[src/rtl/retospect_cfg_loader.sv]
// retospect_cfg_loader: byte stream to gap-free serial config chain loader with reset_nn arm pulse.
// Optional readback packing of bs_out_i is enabled by defining CFG_LOADER_READBACK_EN.
module retospect_cfg_loader #(
  parameter int CHAIN_LEN = 998,
  parameter int ARM_CYCLES = 1
) (
  input  logic       clk,
  input  logic       reset,
  input  logic       start,
  input  logic       abort,
  input  logic [7:0] s_data,
  input  logic       s_valid,
  output logic       s_ready,
  output logic       config_en,
  output logic       bs_in,
  input  logic       bs_out_i,
  output logic       reset_nn,
  output logic       busy,
  output logic       done,
  output logic       err_underrun
`ifdef CFG_LOADER_READBACK_EN
  ,
  output logic [7:0] rd_data,
  output logic       rd_valid,
  output logic       rd_mismatch
`endif
);
  localparam int NBYTES = (CHAIN_LEN + 7) / 8;
  localparam int BCW = $clog2(CHAIN_LEN + 1);
  localparam int ACW = $clog2(NBYTES + 1);
  localparam int ARW = $clog2(ARM_CYCLES + 1);
  typedef enum logic [2:0] {IDLE, LOAD, ARM, DONE, ERR} state_e;
  state_e st_q, st_d;
  logic [7:0] sh_q, sh_d, hd_q, hd_d;
  logic sh_v_q, sh_v_d, hd_v_q, hd_v_d;
  logic [2:0] bi_q, bi_d;
  logic [BCW-1:0] bc_q, bc_d;
  logic [ACW-1:0] acc_q, acc_d;
  logic [ARW-1:0] arm_q, arm_d;
  logic go, fire, fin, last_bit;
  always_comb begin
    go = start && (st_q == IDLE || st_q == DONE || st_q == ERR);
    last_bit = bc_q == BCW'(CHAIN_LEN - 1);
    s_ready = st_q == LOAD && !hd_v_q && acc_q < ACW'(NBYTES);
    fire = s_valid && s_ready;
    fin = sh_v_q && (bi_q == 3'd7 || last_bit);
    st_d = st_q;
    sh_d = sh_q;
    hd_d = hd_q;
    sh_v_d = sh_v_q;
    hd_v_d = hd_v_q;
    bi_d = bi_q;
    bc_d = bc_q;
    acc_d = acc_q;
    arm_d = arm_q;
    case (st_q)
      LOAD: begin
        acc_d = acc_q + ACW'(fire);
        if (sh_v_q) begin
          bc_d = bc_q + 1'b1;
          bi_d = bi_q + 3'd1;
        end
        // a finishing byte refills from hold, else skids the same-cycle accept straight in
        if (fin) begin
          bi_d = 3'd0;
          if (last_bit) begin
            st_d = ARM;
            arm_d = '0;
            sh_v_d = 1'b0;
            hd_v_d = 1'b0;
          end else if (hd_v_q) begin
            sh_d = hd_q;
            hd_v_d = 1'b0;
          end else if (fire) begin
            sh_d = s_data;
          end else begin
            st_d = ERR;
            sh_v_d = 1'b0;
          end
        end else if (fire) begin
          if (sh_v_q) begin
            hd_d = s_data;
            hd_v_d = 1'b1;
          end else begin
            sh_d = s_data;
            sh_v_d = 1'b1;
            bi_d = 3'd0;
          end
        end
      end
      ARM: begin
        arm_d = arm_q + 1'b1;
        st_d = arm_q == ARW'(ARM_CYCLES - 1) ? DONE : ARM;
      end
      default: if (go) begin
        st_d = LOAD;
        bc_d = '0;
        acc_d = '0;
        bi_d = 3'd0;
        sh_v_d = 1'b0;
        hd_v_d = 1'b0;
      end
    endcase
    if (abort) begin
      st_d = IDLE;
      sh_v_d = 1'b0;
      hd_v_d = 1'b0;
    end
  end
  always_ff @(posedge clk) begin
    if (reset) begin
      st_q <= IDLE;
      sh_q <= '0;
      hd_q <= '0;
      sh_v_q <= 1'b0;
      hd_v_q <= 1'b0;
      bi_q <= '0;
      bc_q <= '0;
      acc_q <= '0;
      arm_q <= '0;
    end else begin
      st_q <= st_d;
      sh_q <= sh_d;
      hd_q <= hd_d;
      sh_v_q <= sh_v_d;
      hd_v_q <= hd_v_d;
      bi_q <= bi_d;
      bc_q <= bc_d;
      acc_q <= acc_d;
      arm_q <= arm_d;
    end
  end
  assign config_en = sh_v_q;
  assign bs_in = sh_v_q & sh_q[bi_q];
  assign reset_nn = st_q == ARM;
  assign busy = st_q == LOAD || st_q == ARM;
  assign done = st_q == DONE;
  assign err_underrun = st_q == ERR;
`ifdef CFG_LOADER_READBACK_EN
  logic [7:0] pk_q, pk_d, pk_nx, rd_data_q, rd_data_d;
  logic rd_valid_q, rd_valid_d;
  // the returned bit sits at the same position as the bit being sent, so bi doubles as pack index
  always_comb begin
    pk_nx = pk_q | (8'(bs_out_i) << bi_q);
    rd_valid_d = fin && !abort;
    rd_data_d = rd_valid_d ? pk_nx : rd_data_q;
    pk_d = (fin || go || abort) ? 8'h00 : config_en ? pk_nx : pk_q;
  end
  always_ff @(posedge clk) begin
    if (reset) begin
      pk_q <= '0;
      rd_data_q <= '0;
      rd_valid_q <= 1'b0;
    end else begin
      pk_q <= pk_d;
      rd_data_q <= rd_data_d;
      rd_valid_q <= rd_valid_d;
    end
  end
  assign rd_data = rd_data_q;
  assign rd_valid = rd_valid_q;
  assign rd_mismatch = 1'b0;
`else
  logic unused_bs_out;
  assign unused_bs_out = bs_out_i;
`endif
endmodule

[config.mk]
export PLATFORM = sky130hd
export DESIGN_NAME = retospect_cfg_loader
export DESIGN_NICKNAME = d
export VERILOG_FILES = /design/src/rtl/retospect_cfg_loader.sv
export SDC_FILE = /design/constraint.sdc
export NUM_CORES = 1
export LEC_CHECK = 0
export CORE_MARGIN = 5
export CORE_UTILIZATION = 30
export DETAILED_ROUTE_END_ITERATION = 12
export HOLD_SLACK_MARGIN = 0.05
export PLACE_DENSITY = 0.48
export SLEW_MARGIN = 0
export SYNTH_ARGS = -nofsm -noshare
export SYNTH_HDL_FRONTEND = slang
export SYNTH_SLANG_ARGS = --single-unit
[constraint.sdc]
create_clock -name clk -period 2.37 [get_ports clk]
set_input_delay 0.474 -clock clk [delete_from_list [all_inputs] [get_ports clk]]
set_output_delay 0.474 -clock clk [all_outputs]
set_load 0.02 [all_outputs]
[Yosys cells after proc, flatten, opt, wreduce, memory -nomap -nowiden]
Index checks and enable logic that the tools add are counted.
Operators by class
  $add $sub $neg: 4
  order comparisons: 2
  equality and inequality tests: 17
  mux-type cells: 40
  bitwise logic cells: 3
  reduce and logical (&&, ||, !) cells: 25
Operators by type and width (number)
  two-way mux 8 bit: 6
  two-way mux 3 bit: 10
  two-way mux 10 bit: 2
  one-hot mux 10 bit (2 select lines): 1
  one-hot mux 7 bit (2 select lines): 1
  two-way mux 1 bit: 13
  inequality test 3 bit (second input constant): 4
  one-hot mux 3 bit (2 select lines): 2
  AND reduction 4 bit: 3
  adder 10 x 1 -> 10 bit (second input constant): 1
  == test 10 bit (second input constant): 1
  AND reduction 5 bit: 2
  inequality test 2 bit (second input constant): 4
  inequality test 4 bit (second input constant): 2
  adder 7 x 1 -> 7 bit: 1
  less-than comparator 7 bit (second input constant): 1
  two-way mux 7 bit: 1
  == test 3 x 2 -> 1 bit (second input constant): 2
  == test 3 bit (second input constant): 2
  one-hot mux 1 bit (2 select lines): 3
  AND reduction 3 bit: 2
  nonzero test 2 bit: 3
  nonzero test 3 bit: 2
  logical AND 1 bit: 5
  other kinds (13): 17
Word-level totals
  register bits: 42
  output and inout bits: 7
  logic and storage cells: 100

[Longest topological paths before layout]
  word-level depth: 9
  mapped depth: 10
  mapped depth without buffers: 8

[Least setup slack after synthesis]
OpenSTA, ideal clock, no wires.
  path type: register -> register
  from: reg st_q[2]
  to: reg acc_q[6]
  setup time: 0.128 ns
  arrival time: 1.801 ns
  path slack: 0.441 ns
  cell stages (with the launch flop): 10
  buffers on the path: 1
  period minus slack after synthesis: 1.929 ns
  cells stage by stage: dfxtp_1 > and2b_2 > nand2b_4 > clkbuf_1 > nor2_1 > ha_1 > ha_1 > o2111ai_1 > xor2_1 > nor2_1
Between the ends
  word-level cells in the longest chain between the ends: 6
  elaborated cells on any way between the ends: 16
RTL lines
  start, declared: RTL line 33  | state_e st_q, st_d;
  start signal, assigned: RTL line 122  | st_q <= st_d;
  == test 3 x 1 -> 1 bit (tied with other cells): RTL line 44, 56
  logical AND 1 bit or logical OR 1 bit (tied branches) (2 in series): RTL line 44, 42
  logical AND 1 bit (on tied branches): RTL line 45, 42
  adder 7 x 1 -> 7 bit or nonzero test 2 bit (tied branches)
  one-hot mux 7 bit (2 select lines) or AND reduction 2 bit (tied branches)
  end signal, assigned: RTL line 119  | acc_q <= '0;
  end signal, assigned: RTL line 129  | acc_q <= acc_d;
  end, declared: RTL line 38  | logic [ACW-1:0] acc_q, acc_d;
Several ways; a longest one is shown, not always the timed one.
A chain may end at the register's enable or synchronous reset.

[Final worst setup path]
  from: reg bi_q[1]
  to: out bs_in
Between the ends
  word-level cells in the longest chain between the ends: 3
RTL lines
  start, declared: RTL line 36  | logic [2:0] bi_q, bi_d;
  start signal, assigned: RTL line 127  | bi_q <= bi_d;
  binary-select mux 1 bit (select 3 bit): RTL line 134  | assign bs_in = sh_v_q & sh_q[bi_q];
  two-way mux 1 bit (implied by the code): RTL line 134
  bitwise AND 1 bit: RTL line 134
  end, declared: RTL line 15  | output logic bs_in,
Every way passes these cells. The select of a mux whose other input is x is not followed.

==> results.sh <==
export IMPL_final_antenna_net_count=0
export IMPL_critPathKind="reg2out"
export IMPL_coreArea_sq_um=7210
export IMPL_yosys_area_top_type="dfxtp_1"
export IMPL_antenna_cells=0
export IMPL_synth_top_cell_area_share=0.380
export IMPL_grt_usage=0.115
export IMPL_clock_root_buffer="clkbuf_8"
export IMPL_fmax_mhz=449
export IMPL_critPathBufInv=1
export IMPL_cts_buffers=5
export IMPL_cpLargestDelayFamily="multiplexers"
export IMPL_worstSetupStartpointType="flop"
export IMPL_synthTopCellsByCount="42 x dfxtp_1, 41 x nor2_1, 17 x mux2i_1"
export IMPL_multi_input_area_sq_um=1280
export IMPL_syn_to_final_growth_pct=19.5
export IMPL_gr_total_overflow=0
export IMPL_worst_pin_slew_ns=0.620
export IMPL_die_w_microns=95.9
export IMPL_grt_max_degree=21
export IMPL_max_stage_delay_ns=0.53
export IMPL_vias_per_cell=4.89
export IMPL_post_route_period_util=0.941
export IMPL_crit_slowest_cell="mux4_2"
export IMPL_io_buffers=19
export IMPL_drt_iter0_markers=46
export IMPL_num_vias=1801
export IMPL_crit_path_end_kind="output port"
export IMPL_outcome="completed"
export IMPL_cts_tree="yes"
export IMPL_switching_power_mw=0.368
export IMPL_design_die_area_sq_um=9200
export IMPL_period_minus_slack_ns=2.23
export IMPL_combPwrFrac=0.125
export IMPL_synth_cells=242
export IMPL_drv_slew=0
export IMPL_p_total_mw=1.37
export IMPL_min_path_type="reg2reg"
export IMPL_ios=21
export IMPL_switching_share=0.269
export IMPL_synth_flop_cell="dfxtp_1"
export IMPL_cts_setup_buffers=0
export IMPL_h_tree_depth=2
export IMPL_relSlewSlack=0.586
export IMPL_grt_pass1_vias=1721
export IMPL_cts_sinks=42
export IMPL_netlist_area_sq_um=2210
export IMPL_worstPathCellList="mux4_2 -> mux2i_1 -> nor2b_1 -> dlygate4sd2_1"
export IMPL_p_int_mw=1.00
export IMPL_synth_nets=263
export IMPL_wire_per_inst_microns=13.4
export IMPL_hold_viol=0
export IMPL_ys_async_sr_fraction=0
export IMPL_drive_gt1_frac=0.141
export IMPL_nets=289
export IMPL_r2r_slack_ns=0.38
export IMPL_die_y_microns=95.9
export IMPL_synth_seq_area_share=0.380
export IMPL_worst_clock_skew_ns=0.00796
export IMPL_ctsHoldBuffers=0
export IMPL_clkPwrFrac=0.344
export IMPL_grt_pass1_wl_mm=8.11
export IMPL_pwr_density_cell_nw_per_um2=517
export IMPL_path_clk_slew_ns=0.09
export IMPL_drcViolationCount=0
export IMPL_rsz0062_at_grt="false"
export IMPL_ys_top_cells_by_area="dfxtp_1 38%, mux2i_1 7.7%, nor2_1 7.0%, ha_1 4.0%, a211oi_1 3.4%"
export IMPL_antenna_found_initial=0
export IMPL_crit_path_max_fanout=4
export IMPL_clock_path_buffers=2
export IMPL_required_ns=1.90
export IMPL_setup_viol=0
export IMPL_synth_edf_count=0
export IMPL_arrival_ns=1.76
export IMPL_synth_distinct_cells=54
export IMPL_nFillCells=789
export IMPL_fin_setup_tns_ns=0
export IMPL_start_util=0.307
export IMPL_regArea_sq_um=843
export IMPL_max_vdd_ir_drop_mv=0.243
export IMPL_synth_most_common_cell="dfxtp_1"
export IMPL_postSynthAreaPerCell_sq_um=9.15
export IMPL_leakagePower_nw=1.04
export IMPL_dpl_hpwl_mm=3.71
export IMPL_worstSkewPairLatency_ns=0.30
export IMPL_max_cap_viol_count=0
export IMPL_wirelength_mm=4.91
export IMPL_synth_seq_cells=42
export IMPL_row_count=31
export IMPL_place_gp_congestion=0.749
export IMPL_first_pass_iters=4
export IMPL_yosysWarnings=0
export IMPL_seq_power_share=0.531
[flip-flops by register name, indices dropped and copies added (netlist names)]
signal,cells
acc_q,7
arm_q,1
bc_q,10
bi_q,3
config_en,1
hd_q,8
hd_v_q,1
sh_q,8
st_q,3
[cells in the final DEF, fill, tap and decap left out, types with 2 or more instances in the layout]
cell type and instances:
dfxtp_2 2, xor2_1 8, o21ai_0 8, nor3_1 4
a211oi_1 10, and4_1 2, xnor2_1 4, clkdlybuf4s50_1 17
o311ai_0 2, nand2_1 11, mux2i_1 17, and3_1 2
nor2_1 41, dfxtp_1 40, dlygate4sd2_1 2, a21oi_1 8
nor4_1 5, ha_1 7, nand4_1 4, clkbuf_8 5
a22o_1 2, or3_1 2, and2_1 2, nand2b_1 3
mux4_2 2, inv_1 6, o41ai_1 2, buf_4 13
nor2b_1 3, o2111ai_1 4, a31oi_1 2, nand3_1 3
a22oi_1 2
[tightest hold or removal path, cell delays in order, from the launching register on]
cell and delay (ns):
dfxtp_1 0.33, mux2i_1 0.07, nor2_1 0.07
[power groups by stage]
stage                     Sequential, mW  Combinational [mW]  Clock [mW]
final                              0.727               0.171       0.471
after global routing               0.729               0.189       0.526
after CTS                          0.728               0.172       0.497
after detailed placement           0.744               0.172           0
after global placement             0.744               0.172           0
after floorplan                    0.741               0.106           0
[final timing paths]
| path | from | endpoint | cells past startpoint |
|---|---|---|---|
| worst max-delay path | bi_q[1]$_SDFFE_PP0P_ | bs_in | 4 |
| worst min-delay path | hd_q[2]$_SDFFE_PP0P_ | hd_q[2]$_SDFFE_PP0P_ | 2 |
| worst max register to register | bc_q[1]$_SDFFE_PP0P_ | hd_q[7]$_SDFFE_PP0P_ | 8 |
| worst min register to register | hd_q[2]$_SDFFE_PP0P_ | hd_q[2]$_SDFFE_PP0P_ | 2 |
[cell families (layout without fill, tap and decap cells)]
group                    Yosys count  count (layout)  synth area share
AO/OA/AOI/OAI                     50              50             0.171
XOR/XNOR                          12              12            0.0475
adder cells (fa/ha/maj)            7               7            0.0396
buffers and inverters             19              46            0.0435
flip-flops                        42              42             0.380
multiplexers                      19              19            0.0972
AND/OR/NAND/NOR                   93              93             0.222
[what timing repair did]
| item | in CTS | in global routing |
|---|---|---|
| gates resized for setup | 3 | 2 |
| pin swaps | 0 | 0 |
| endpoints found under the setup margin | 2 | 9 |
[through the flow]
step / instances / utilization / cell area, sq um / hold slack (ns) / setup WS [ns]
final: 368 / 0.367 / 2650 / 0.502 / 0.141
after global routing: 368 / 0.367 / 2650 / 0.523 / 0.00316
after CTS: 368 / 0.366 / 2640 / 0.506 / 0.0263
after detailed placement: 360 / 0.354 / 2550 / 0.489 / 0.0609
after global placement: 360 / 0.354 / 2550 / 0.474 / 0.0882
after floorplan: 242 / - / 2210 / 0.463 / 0.441
[final cells by class]
type,count,share of cell area
Multi-Input combinational cell,181,0.484
Sequential cell,42,0.319
Timing Repair Buffer,32,0.108
Tap cell,99,0.0468
Clock buffer,5,0.0260
Inverter,6,0.00851
Clock inverter,3,0.00804
[layer usage]
metal	wire length, microns	vias up	GRT usage	share of wire
met5	0	-	0	0
met4	88	0	0.0498	0.018
met3	139	5	0.0250	0.028
met2	2260	19	0.181	0.46
met1	2420	841	0.150	0.49
li1	-	936	-	-
No activity file was read; power rests on OpenSTA's default activity.
